[src/rtl/sum_tx.sv]
// Serialises an 8-bit sum plus its carry into an 11-bit frame:
// start 0, data LSB first, carry, stop 1. tx is registered and idles high.
module sum_tx #(
   parameter int CLKS_PER_BIT = 4
) (
   input  logic       clk,
   input  logic       rst,
   input  logic       in_valid,
   input  logic [7:0] in_data,
   input  logic       in_carry,
   output logic       in_ready,
   output logic       tx,
   output logic       busy,
   output logic [7:0] frame_cnt
);

   typedef enum logic [2:0] {
      IDLE,
      START,
      DATA,
      CARRY,
      STOP
   } state_t;

   localparam logic [15:0] BAUD_LAST = 16'(CLKS_PER_BIT - 1);

   state_t      state;
   state_t      state_next;
   logic [15:0] baud_cnt;
   logic [2:0]  bit_idx;
   logic [8:0]  shreg;
   logic        accept;
   logic        bit_done;

   always_ff @(posedge clk) begin
      if (rst) begin
         state <= IDLE;
      end else begin
         state <= state_next;
      end
   end

   always_comb begin
      state_next = state;
      in_ready   = 1'b0;
      bit_done   = (baud_cnt == BAUD_LAST);
      case (state)
         IDLE: begin
            in_ready = 1'b1;
            if (in_valid) begin
               state_next = START;
            end
         end
         START: begin
            if (bit_done) begin
               state_next = DATA;
            end
         end
         DATA: begin
            if (bit_done && (bit_idx == 3'd7)) begin
               state_next = CARRY;
            end
         end
         CARRY: begin
            if (bit_done) begin
               state_next = STOP;
            end
         end
         STOP: begin
            if (bit_done) begin
               state_next = IDLE;
            end
         end
         default: state_next = IDLE;
      endcase
      accept = in_ready & in_valid;
   end

   assign busy = ~in_ready;

   // tx is loaded one bit ahead: at each bit boundary the next bit goes out
   // of shreg[0], so after the start bit plus eight data bits the carry is
   // sitting at position 0 ready for the CARRY slot.
   always_ff @(posedge clk) begin
      if (rst) begin
         tx        <= 1'b1;
         baud_cnt  <= 16'd0;
         bit_idx   <= 3'd0;
         shreg     <= 9'd0;
         frame_cnt <= 8'd0;
      end else if (state == IDLE) begin
         tx       <= 1'b1;
         baud_cnt <= 16'd0;
         bit_idx  <= 3'd0;
         if (accept) begin
            shreg <= {in_carry, in_data};
            tx    <= 1'b0;
         end
      end else if (bit_done) begin
         baud_cnt <= 16'd0;
         shreg    <= {1'b0, shreg[8:1]};
         if ((state == CARRY) || (state == STOP)) begin
            tx <= 1'b1;
         end else begin
            tx <= shreg[0];
         end
         if (state == DATA) begin
            bit_idx <= bit_idx + 3'd1;
         end
         if (state == STOP) begin
            frame_cnt <= frame_cnt + 8'd1;
         end
      end else begin
         baud_cnt <= baud_cnt + 16'd1;
      end
   end

endmodule

[config.mk]
export PLATFORM = sky130hd
export DESIGN_NAME = sum_tx
export DESIGN_NICKNAME = d
export VERILOG_FILES = /design/src/rtl/sum_tx.sv
export SDC_FILE = /design/constraint.sdc
export NUM_CORES = 1
export LEC_CHECK = 0
export ABC_AREA = 1
export CAP_MARGIN = 10
export CORE_ASPECT_RATIO = 0.7
export CORE_MARGIN = 10
export CORE_UTILIZATION = 55
export DETAILED_ROUTE_END_ITERATION = 10
export GPL_TIMING_DRIVEN = 1
export HOLD_SLACK_MARGIN = 0.08
export PLACE_DENSITY = 0.78
export SLEW_MARGIN = 20
export SYNTH_ARGS = -nofsm -noshare
export SYNTH_HDL_FRONTEND = slang
export SYNTH_SLANG_ARGS = --single-unit
[constraint.sdc]
create_clock -name clk -period 2.4 [get_ports clk]
set_input_delay 0.36 -clock clk [delete_from_list [all_inputs] [get_ports clk]]
set_output_delay 0.36 -clock clk [all_outputs]
set_load 0.02 [all_outputs]
==> impl_metrics.env <==
export IMPL_firstDrtPassIters=4
export IMPL_period_share_pct=86.2
export IMPL_fin_setup_tns_ns=0
export IMPL_worstPathRequired_ns=2.04
export IMPL_rsz0062_at_grt="false"
export IMPL_drv_cap=0
export IMPL_seqCellArea_um2=801
export IMPL_clock_path_buffers=2
export IMPL_fmax_ghz=0.483
export IMPL_slew_violations=0
export IMPL_htreeDepth=2
export IMPL_pwr_share_seq_pct=36.7
export IMPL_coreArea_um2=3870
export IMPL_arrival_ns=1.71
export IMPL_cts_hold_buf=0
export IMPL_path_max_fanout=14
export IMPL_synth_avg_cell_area_um2=6.99
export IMPL_syn_instance_count=314
export IMPL_nets=355
export IMPL_vdd_drop_max_v=0.000722
export IMPL_grt_pass1_vias=1762
export IMPL_hp_class="flip-flop to flip-flop"
export IMPL_critPathLaunchType="flip-flop"
export IMPL_post_cts_setup_buffers=0
export IMPL_die_h_um=72.9
export IMPL_timing_slew_headroom_pct=70.6
export IMPL_dr_first_iter_drc_count=127
export IMPL_internal_power_mw=1.31
export IMPL_io_pins=23
export IMPL_synth_top_cell_area_share_pct=36.5
export IMPL_synthArstFlopShare_pct=0
export IMPL_clock_sinks=40
export IMPL_wire_per_inst_um=11.7
export IMPL_slowest_stage="clkdlybuf4s50_1"
export IMPL_drt_total_wl_mm=4.58
export IMPL_finalCriticalPeriod_ns=2.07
export IMPL_cp_cell_sequence="inv_2 > nand2_4 > nor2_8 > inv_6 > clkdlybuf4s50_1"
export IMPL_synth_edf_count=0
export IMPL_port_buffer_count=22
export IMPL_cts_root_buffer="clkbuf_8"
export IMPL_yosys_top_cells_area="dfxtp_1, nand2_1, nor2_1"
export IMPL_final_util_pct=65.6
export IMPL_netlist_top_cells_count="nand2_1, dfxtp_1, nor2_1"
export IMPL_synth_cell_types=28
export IMPL_cts_resized=0
export IMPL_cts_tree="yes"
export IMPL_drive_gt1_share_pct=12.4
export IMPL_overflow=0
export IMPL_status="finished, final reports clean"
export IMPL_clkLatencyLatePin_ns=0.29
export IMPL_hold_viol_final=0
export IMPL_syn_nets=330
export IMPL_diodes=0
export IMPL_p_clk_share_pct=21.6
export IMPL_drc_errors=0
export IMPL_grt_pass1_wl_mm=7.76
export IMPL_ys_warn_count=0
export IMPL_skew_ns=0.00844
export IMPL_fill_cells=353
export IMPL_multiInputGateArea_um2=1230
export IMPL_place_congestion=0.934
export IMPL_die_area_um2=6960
export IMPL_viasPerCell=4.97
export IMPL_clkSlewWorstSetupHoldPaths_ns=0.07
export IMPL_ys_seq_elements=40
export IMPL_pwr_share_comb_pct=41.6
export IMPL_setup_viol_count_final=0
export IMPL_numCtsBuffers=5
export IMPL_path_class="flip-flop to output pin"
export IMPL_postRouteAntennaNets=0
export IMPL_area_delta_synth_final_pct=15.8
export IMPL_leakagePower_nw=1.02
export IMPL_antenna_found_initial=0
export IMPL_yosysMostFrequentCell="nand2_1"
export IMPL_gr_usage_all_layers_pct=13.8
export IMPL_ys_flop_type="dfxtp_1"
export IMPL_start_util_pct=56.6
export IMPL_switching_power_mw=0.879
export IMPL_die_x_um=95.5
export IMPL_synth_area_leader_cell="dfxtp_1"
export IMPL_ys_seq_area_share_pct=36.5
export IMPL_powerDensity_nw_per_um2=862
export IMPL_num_rows=19
export IMPL_via_count=1944
export IMPL_critical_path_endpoint_type="output pin"
export IMPL_grt_max_degree=17
export IMPL_critPathMaxStageDelay_ns=0.62
export IMPL_syn_cell_area_um2=2190
export IMPL_swShare_pct=40.1
export IMPL_place_hpwl_mm=3.50
export IMPL_tightest_slew_ns=0.440
-- per-stage QoR --
| stage | total power, mW | worst slack (ns) | hold slack [ns] | cell area, um2 | cells |
|---|---|---|---|---|---|
| global route | 2.34 | 0.283 | 0.487 | 2540 | 391 |
| CTS | 2.20 | 0.328 | 0.467 | 2540 | 391 |
| floorplan | 1.57 | 1.00 | 0.429 | 2190 | 314 |
| finish | 2.19 | 0.331 | 0.462 | 2540 | 391 |
| detailed placement | 1.73 | 0.647 | 0.448 | 2450 | 384 |
| global placement | 1.71 | 0.681 | 0.444 | 2450 | 384 |
-- flip-flops by register name (all words and copies together) (netlist names) --
signal,count
baud_cnt,16
frame_cnt,8
shreg,9
tx,1
bit_idx,3
state,3
-- metal layers --
layer,up-vias,global-route usage [%],wire (um)
met5,-,0,0
met4,0,5.55,34
met3,2,3.49,308
met2,47,20.2,1890
met1,849,18.9,2360
li1,1046,-,-
-- worst max-delay path, delay by kind of cell, from the launching register on --
kind                   cells  cell delay [ns]
buffers and inverters      3             0.85
AND/OR/NAND/NOR            2             0.17
flip-flops                 1             0.39
-- kinds of logic (layout without fill, tap and decap cells) --
family	after synthesis	in the layout	share of synthesized area, %
simple gates	197	197	43.6
flops	40	40	36.5
buf+inv	35	60	7.24
compound gates	28	28	6.39
xor+xnor	10	10	3.99
fa+ha+maj	4	4	2.28
-- worst paths after layout --
| kind | slack [ns] | endpoint | cells past startpoint | from |
|---|---|---|---|---|
| min | 0.46 | baud_cnt[0] | 1 | baud_cnt[0] |
| max reg2reg | 0.75 | state[0] | 10 | state[1] |
| max | 0.33 | busy | 5 | state[1] |
| min reg2reg | 0.46 | baud_cnt[0] | 1 | baud_cnt[0] |
-- cell usage in the layout (no fill, tap or decap), types with 7 or more instances in the layout --
cell type | netlist | routed
nand3_1 | 23 | 23
nand2_1 | 92 | 92
inv_1 | 23 | 23
dfxtp_1 | 40 | 40
nand4_1 | 7 | 7
nor2_1 | 39 | 39
a21oi_1 | 23 | 23
clkdlybuf4s50_1 | 0 | 22
nor2_2 | 11 | 11
clkbuf_8 | 0 | 7
-- power groups by stage --
| stage | Sequential (mW) | Clock [mW] | Combinational [mW] |
|---|---|---|---|
| after detailed placement | 0.817 | 0 | 0.911 |
| after global placement | 0.816 | 0 | 0.894 |
| after global routing | 0.812 | 0.505 | 1.02 |
| final | 0.805 | 0.474 | 0.912 |
| after floorplan | 0.813 | 0 | 0.758 |
| after CTS | 0.803 | 0.485 | 0.913 |
-- final cells by class --
cell class / count / share of cell area (%)
well taps: 52 / 2.56
clock buffers: 7 / 3.79
inverters: 30 / 4.63
repair buffers: 23 / 8.96
flip-flops and latches: 40 / 31.5
multi-input cells: 239 / 48.6
No activity file was read; power rests on OpenSTA's default activity.
